===== src/rtl/pic_call_stack_if.sv =====
// Core <-> return-address stack bus: CALL/RETLW strobes in, stack status out.
interface pic_call_stack_if #(
  parameter  int WIDTH = 11,
  parameter  int DEPTH = 2,
  localparam int LW    = $clog2(DEPTH+1)
);
  logic             push;
  logic             pop;
  logic [WIDTH-1:0] din;
  logic             err_clr;
  logic [WIDTH-1:0] top;
  logic [LW-1:0]    level;
  logic             empty;
  logic             full;
  logic             ovf;
  logic             unf;

  // core side
  modport master (output push, pop, din, err_clr,
                  input  top, level, empty, full, ovf, unf);
  // stack side
  modport slave  (input  push, pop, din, err_clr,
                  output top, level, empty, full, ovf, unf);
endinterface


===== src/rtl/pic_call_stack.sv =====
// PIC16C5x-style return-address stack: shift-register LIFO, no trap on
// overflow/underflow, sticky debug flags and an occupancy count.
module pic_call_stack #(
  parameter  int WIDTH = 11,
  parameter  int DEPTH = 2,
  localparam int LW    = $clog2(DEPTH+1)
) (
  input  logic            clk,
  input  logic            rst,
  pic_call_stack_if.slave bus
);

  localparam logic [LW-1:0] LVL_MAX = LW'(DEPTH);

  logic [DEPTH-1:0][WIDTH-1:0] s_q, s_d;
  logic [LW-1:0]               level_q, level_d;
  logic                        ovf_q, ovf_d;
  logic                        unf_q, unf_d;
  logic                        ovf_set, unf_set;

  // next-state decode of push/pop; flag set events win over err_clr
  always_comb begin
    s_d     = s_q;
    level_d = level_q;
    ovf_set = 1'b0;
    unf_set = 1'b0;
    case ({bus.push, bus.pop})
      2'b10: begin
        // shift down; old bottom falls off, level saturates at DEPTH
        s_d[0] = bus.din;
        for (int i = 1; i < DEPTH; i++) s_d[i] = s_q[i-1];
        if (level_q != LVL_MAX) level_d = level_q + 1'b1;
        else                    ovf_set = 1'b1;
      end
      2'b01: begin
        // shift up; bottom entry keeps its value (duplicated), shift happens even when empty
        for (int i = 0; i < DEPTH-1; i++) s_d[i] = s_q[i+1];
        if (level_q != '0) level_d = level_q - 1'b1;
        else               unf_set = 1'b1;
      end
      2'b11: begin
        // replace top: pop then push of the same slot, depth unchanged
        s_d[0] = bus.din;
        if (level_q == '0) unf_set = 1'b1;
      end
      default: ;
    endcase
    ovf_d = ovf_set | (ovf_q & ~bus.err_clr);
    unf_d = unf_set | (unf_q & ~bus.err_clr);
  end

  // state registers, synchronous reset has priority over all requests
  always_ff @(posedge clk) begin
    if (rst) begin
      s_q     <= '0;
      level_q <= '0;
      ovf_q   <= 1'b0;
      unf_q   <= 1'b0;
    end else begin
      s_q     <= s_d;
      level_q <= level_d;
      ovf_q   <= ovf_d;
      unf_q   <= unf_d;
    end
  end

  // top is readable in the same cycle as the pop that consumes it
  assign bus.top   = s_q[0];
  assign bus.level = level_q;
  assign bus.empty = (level_q == '0);
  assign bus.full  = (level_q == LVL_MAX);
  assign bus.ovf   = ovf_q;
  assign bus.unf   = unf_q;

endmodule


===== src/flat_wrapper.sv =====
// flat-port wrapper written by rule: the top's interface ports become plain ports
module pic_call_stack_flat 
#(
  parameter  int WIDTH = 11,
  parameter  int DEPTH = 2,
  localparam int LW    = $clog2(DEPTH+1)
)
  (clk, rst, bus_push, bus_pop, bus_din, bus_err_clr, bus_top, bus_level, bus_empty, bus_full, bus_ovf, bus_unf);
  pic_call_stack_if #(.WIDTH(WIDTH), .DEPTH(DEPTH)) bus_i ();
  input  logic clk;
  input  logic rst;
  input wire logic [$bits(bus_i.push)-1:0] bus_push;
  input wire logic [$bits(bus_i.pop)-1:0] bus_pop;
  input wire logic [$bits(bus_i.din)-1:0] bus_din;
  input wire logic [$bits(bus_i.err_clr)-1:0] bus_err_clr;
  output wire logic [$bits(bus_i.top)-1:0] bus_top;
  output wire logic [$bits(bus_i.level)-1:0] bus_level;
  output wire logic [$bits(bus_i.empty)-1:0] bus_empty;
  output wire logic [$bits(bus_i.full)-1:0] bus_full;
  output wire logic [$bits(bus_i.ovf)-1:0] bus_ovf;
  output wire logic [$bits(bus_i.unf)-1:0] bus_unf;
  assign bus_i.push = bus_push;
  assign bus_i.pop = bus_pop;
  assign bus_i.din = bus_din;
  assign bus_i.err_clr = bus_err_clr;
  assign bus_top = bus_i.top;
  assign bus_level = bus_i.level;
  assign bus_empty = bus_i.empty;
  assign bus_full = bus_i.full;
  assign bus_ovf = bus_i.ovf;
  assign bus_unf = bus_i.unf;
  pic_call_stack #(.WIDTH(WIDTH), .DEPTH(DEPTH)) u_core (.clk(clk), .rst(rst), .bus(bus_i));
endmodule

===== config.mk =====
export PLATFORM = sky130hd
export DESIGN_NAME = pic_call_stack_flat
export DESIGN_NICKNAME = d
export VERILOG_FILES = /design/src/rtl/pic_call_stack_if.sv /design/src/rtl/pic_call_stack.sv /design/src/flat_wrapper.sv
export SDC_FILE = /design/constraint.sdc
export NUM_CORES = 1
export LEC_CHECK = 0
export BUFFER_PORTS_ARGS = -buffer_cell sky130_fd_sc_hd__clkbuf_2
export CAP_MARGIN = 10
export CORE_MARGIN = 5
export CORE_UTILIZATION = 55
export DETAILED_ROUTE_END_ITERATION = 8
export PLACE_DENSITY = 0.83
export SYNTH_ARGS = -nofsm -noshare
export SYNTH_HDL_FRONTEND = slang
export SYNTH_SLANG_ARGS = --single-unit

===== constraint.sdc =====
create_clock -name clk -period 1.8 [get_ports clk]
set_input_delay 0.09 -clock clk [delete_from_list [all_inputs] [get_ports clk]]
set_output_delay 0.09 -clock clk [all_outputs]
set_load 0.02 [all_outputs]

==> results_dict.tcl, run 1 <==
set metrics [dict create \
    critical_path.max_fanout 7 \
    whs_ns 0.0412 \
    die_h_microns 58.2 \
    seq_area_frac_synth 0.407 \
    grt_first_pass_wirelength_microns 4050 \
    clock.fmax_mhz 789 \
    dp_hpwl_microns 1820 \
    initial_core_util 0.577 \
    drv_slew 0 \
    row_count 17 \
    cp.required_ns 1.71 \
    initialDrtViolationCount 10 \
    leakage_nw 0.607 \
    drive_gt1_frac 0.273 \
    ir_worst_vdd_mv 0.617 \
    syn_avg_cell_area_sq_um 9.46 \
    grt_overflow 0 \
    rr_startpoint "u_core.bus.level[1]" \
    fin_cells 182 \
    final_hold_viol_count 0 \
    synth_cells 135 \
    routed-wl-met3_microns 147 \
    relSlewSlack 0.657 \
    outcome "finished clean" \
    p_per_area_nw_per_um2 808 \
    clkTransAtPathRegs_ns 0.13 \
    route.layer.met1.wl_microns 1030 \
    route.vias.total 961 \
    r2r-end "u_core.bus.level[0]" \
    cts_tree "built" \
    nets 175 \
    wl_per_cell_microns 13.2 \
    yosysUniqueCellTypes 20 \
    root_buffer "clkbuf_4" \
    post-route-min-period_ns 1.27 \
    syn-num-nets 155 \
    grt_use_total 0.152 \
    ys_seq_elements 26 \
    die_width_microns 58.2 \
    nFillCells 188 \
    cts_setup_buffers 0 \
    top_layer "met4" \
    finalCritPeriodShare 0.704 \
    grt_pass1_vias 945 \
    final_common_cell "clkbuf_2" \
    area_growth_pct 8.72 \
    mostFrequentLayoutCells "32 x clkbuf_2, 26 x dfxtp_1, 15 x nor2_1, 15 x mux2i_1, 12 x nor2b_1" \
    antenna_found_initial 0 \
    end_kind "primary output" \
    crit_type "reg2out" \
    r2r_cells 3 \
    drc 0 \
    synth_top_area_frac 0.407 \
    cts_hold_buf 0 \
    htreeDepth 1 \
    min-delay-start "bus_err_clr" \
    dpl.cell_count 178 \
    crit_path_start_kind "register" \
    num_antenna_cells 0 \
    met2WireLength_microns 1180 \
    tightest_slew_ns 0.515 \
    numCtsBuffers 3 \
    finalClockSkew_ns 0.00273 \
    holdPathEnd "u_core.bus.unf" \
    setup_viol 0 \
    ant_nets 0 \
    place.gp.congestion 0.676 \
    synth_area_sq_um 1280 \
    holdPathStages 3 \
    arrival_ns 1.18 \
    clk_latency_ns 0.32 \
    yosysWarnings 0 \
    dieArea_sq_um 3390 \
    viasPerCell 5.28 \
    rsz0062_at_grt "no" \
    ios 33 \
    maxCapViolCount 0 \
    core_area_sq_um 2210 \
    clock_sinks 26 \
    synth.area.top_cells "dfxtp_1 41%, mux2i_1 12%, buf_4 6.5%" \
    hold_path_class "in2reg" \
    tns_ns 0 \
    fin_util 0.628 \
    dr.pass1.iters 5 \
    cts_buffer_depth 2 \
    r2r_slack_ns 0.84 \
    drt-total-wl_microns 2400 \
    io_buffers 32 \
    cts_resized 0 \
    synth_top_area_cell "dfxtp_1" \
    grt_max_degree 27 \
]
logic make-up after synthesis:
| kind of cell | share of synthesized area |
|---|---|
| buffers and inverters | 0.118 |
| flip-flops | 0.407 |
| adder cells (fa/ha/maj) | 0.0392 |
| multiplexers | 0.135 |
| AO/OA/AOI/OAI | 0.125 |
| AND/OR/NAND/NOR | 0.175 |
stage by stage:
| stage | setup slack [ns] | power (mW) | cell area [sq um] |
|---|---|---|---|
| global placement | 0.517 | 0.838 | 1350 |
| finish | 0.533 | 1.12 | 1390 |
| detailed placement | 0.462 | 0.846 | 1350 |
| floorplan | 0.607 | 0.805 | 1280 |
| global route | 0.428 | 1.19 | 1390 |
| CTS | 0.501 | 1.14 | 1390 |
final cells by class:
class / instances / area, sq um / share of cell area
Clock buffer: 4 / 36.3 / 0.0261
Inverter: 2 / 7.51 / 0.00541
Multi-Input combinational cell: 87 / 607 / 0.437
Sequential cell: 26 / 520 / 0.375
Tap cell: 28 / 35.0 / 0.0252
Timing Repair Buffer: 35 / 183 / 0.132
worst max-delay path, stage by stage, from the launching register on:
cell      delay [ns]
dfxtp_1         0.46
nor2b_1         0.21
clkbuf_2        0.19
flip-flops by register name, indices dropped and copies added, names as in the netlist:
register	count
u_core.bus.unf	1
u_core.s_q	11
u_core.bus.level	2
u_core.bus.ovf	1
u_core.bus.top	11
per-layer routing:
| metal | up-vias | track usage |
|---|---|---|
| li1 | 491 | - |
| met1 | 445 | 0.180 |
| met2 | 21 | 0.253 |
| met3 | 4 | 0.0468 |
| met4 | 0 | 0.0662 |
| met5 | - | 0 |
how the worst max path moves through the flow:
stage / startpoint / slack [ns] / cells past startpoint / endpoint
after detailed placement: bus_pop / 0.46 / 7 / u_core.bus.top[10]
final: u_core.bus.level[1] / 0.53 / 2 / bus_full
after CTS: u_core.bus.level[1] / 0.50 / 2 / bus_full
after global placement: bus_pop / 0.52 / 7 / u_core.bus.top[5]
after global routing: u_core.bus.level[1] / 0.43 / 2 / bus_full
after floorplan: u_core.bus.level[1] / 0.61 / 3 / u_core.bus.ovf
power by group:
group	switching [mW]	internal [mW]	total, mW	leakage [nW]
sequential	0.0219	0.604	0.626	0.213
combinational	0.117	0.0882	0.205	0.374
clock	0.167	0.124	0.290	0.0210
synthesized netlist by cell type:
master	n
o21a_1	9
nand2b_1	2
nor2b_1	12
mux2i_1	15
nor2_1	15
inv_1	2
nor3_1	10
nor2_4	1
mux2_2	2
dfxtp_1	26
buf_2	3
clkbuf_1	3
nand3b_1	2
a211oi_1	9
buf_6	3
a21oi_1	4
nand2_1	1
ha_1	4
buf_4	11
o21ai_0	1
(Power assumes the default switching activity.)
==> run 2: changes to the inputs <==
Settings changed: CORE_UTILIZATION 55 to 46, PLACE_DENSITY 0.83 to 0.74.
Clock period 1.8 ns to 1 ns, I/O delays scaled along.
==> run 2 against run 1 <==
- the flow now finishes with violations (setup timing)
- global-route usage fell by 1.4 points
- combinational power grew 130%
- critical path depth did not move
- sequential power rose by 81%
- flip-flop and latch count unchanged
- largest cell class unchanged
- core utilization decreased by 2.4 points
- critical path type unchanged
- clock skew up 0.0056 ns
==> results_dict.tcl, run 2 (synthesis gave the netlist of run 1 again) <==
set metrics [dict create \
    outcome "complete, but fails checks" \
    violations "setup timing" \
    startpoint "u_core.bus.level[1]" \
    antenna_found_initial 0 \
    area_growth_pct 28.1 \
    grt_max_degree 27 \
    place.gp.congestion 0.669 \
    core_area_sq_um 2710 \
    tns_ns -0.0494 \
    die_h_microns 62.7 \
    numCtsBuffers 3 \
    nets 188 \
    drc 0 \
    ios 33 \
    crit_path_start_kind "register" \
    finalCritPeriodShare 1.03 \
    p_per_area_nw_per_um2 1420 \
    post-route-min-period_ns 1.03 \
    drt-total-wl_microns 2510 \
    num_antenna_cells 0 \
    clk_latency_ns 0.32 \
    drive_gt1_frac 0.431 \
    initialDrtViolationCount 15 \
    grt_first_pass_wirelength_microns 4460 \
    ant_nets 0 \
    leakage_nw 0.711 \
    end_kind "primary output" \
    grt_use_total 0.138 \
    clock.fmax_mhz 971 \
    root_buffer "clkbuf_4" \
    r2r_cells 5 \
    rr_startpoint "u_core.bus.level[1]" \
    io_buffers 32 \
    drv_slew 0 \
    r2r-end "u_core.bus.level[1]" \
    relSlewSlack 0.649 \
    clkTransAtPathRegs_ns 0.13 \
    viasPerCell 5.03 \
    cp.required_ns 0.95 \
    rsz0062_at_grt "yes" \
    route.vias.total 995 \
    ir_worst_vdd_mv 1.41 \
    die_width_microns 62.7 \
    hold_path_class "in2reg" \
    setup_viol 2 \
    mostFrequentLayoutCells "28 x clkbuf_2, 18 x dfxtp_1, 15 x mux2i_1" \
    final_common_cell "clkbuf_2" \
    critical_path.max_fanout 4 \
    dp_hpwl_microns 1910 \
    row_count 19 \
    arrival_ns 0.98 \
    grt_pass1_vias 1078 \
    wl_per_cell_microns 12.7 \
    htreeDepth 1 \
    dp_slack_ns -0.268 \
    final_hold_viol_count 0 \
    critPathCapture "bus_full" \
    tightest_slew_ns 0.526 \
    initial_core_util 0.471 \
    cts_buffer_depth 2 \
    crit_type "reg2out" \
    setup_slack_ns -0.0294 \
    dieArea_sq_um 3930 \
    grt_overflow 0 \
    maxCapViolCount 0 \
    dr.pass1.iters 3 \
    clock_sinks 26 \
    r2r_slack_ns 0.03 \
    cts_tree "built" \
    finalClockSkew_ns 0.00837 \
]
run 2: changes by cell type in the layout (fill, tap and decap cells not counted), sizes merged:
| cell | previous run | this run |
|---|---|---|
| buf | 3 | 18 |
| bufinv | 0 | 1 |
| clkbuf | 36 | 32 |
| dlygate4sd3 | 0 | 1 |
run 2: how the worst min path moves through the flow:
stage                      from                 to  depth (start not counted)
CTS                  bus_din[3]  u_core.bus.top[3]                          4
detailed placement  bus_err_clr     u_core.bus.unf                          3
global placement    bus_err_clr     u_core.bus.unf                          3
finish               bus_din[0]  u_core.bus.top[0]                          4
floorplan           bus_err_clr     u_core.bus.unf                          2
global route         bus_din[4]  u_core.bus.top[4]                          4
run 2: worst max-delay path, cell delays in order, from the launching register on:
cell	delay, ns
dfxtp_4	0.38
nor2b_4	0.16
buf_8	0.12
run 2: layer usage:
metal  GRT usage  share of wire
met2       0.240           0.49
met4      0.0637          0.017
met1       0.158           0.44
met5           0              0
met3      0.0342          0.049
run 2: final cells by class:
| type | count | area [sq um] |
|---|---|---|
| Clock buffer | 3 | 22.5 |
| Fill cell | 239 | 1070 |
| Inverter | 2 | 7.51 |
| Sequential cell | 26 | 536 |
| Tap cell | 31 | 38.8 |
| Clock inverter | 1 | 30.0 |
| Multi-Input combinational cell | 87 | 653 |
| Timing Repair Buffer | 48 | 349 |
run 2: what timing repair did:
item / 4_1_cts / 5_1_grt
gates resized for setup: 10 / 11
hold buffers: 1 / 0
setup endpoints to repair: 4 / 11
setup buffers: 4 / 0
pin swaps: 0 / 1
hold endpoints to repair: 1 / 0
run 2: through the flow:
step / power [mW] / hold slack (ns) / instance area, sq um / instances / utilization
floorplan: 1.47 / 0.228 / 1320 / 135 / -
global placement: 1.57 / 0.333 / 1490 / 189 / 0.550
detailed placement: 1.59 / 0.362 / 1490 / 189 / 0.550
CTS: 2.33 / 0.0960 / 1620 / 198 / 0.597
global route: 2.43 / 0.0912 / 1640 / 198 / 0.604
finish: 2.32 / 0.0982 / 1640 / 198 / 0.604
run 2: power by group:
group          switching (mW)  internal (mW)
registers              0.0409           1.09
logic                   0.238          0.238
clock network           0.311          0.405
total                   0.589           1.73
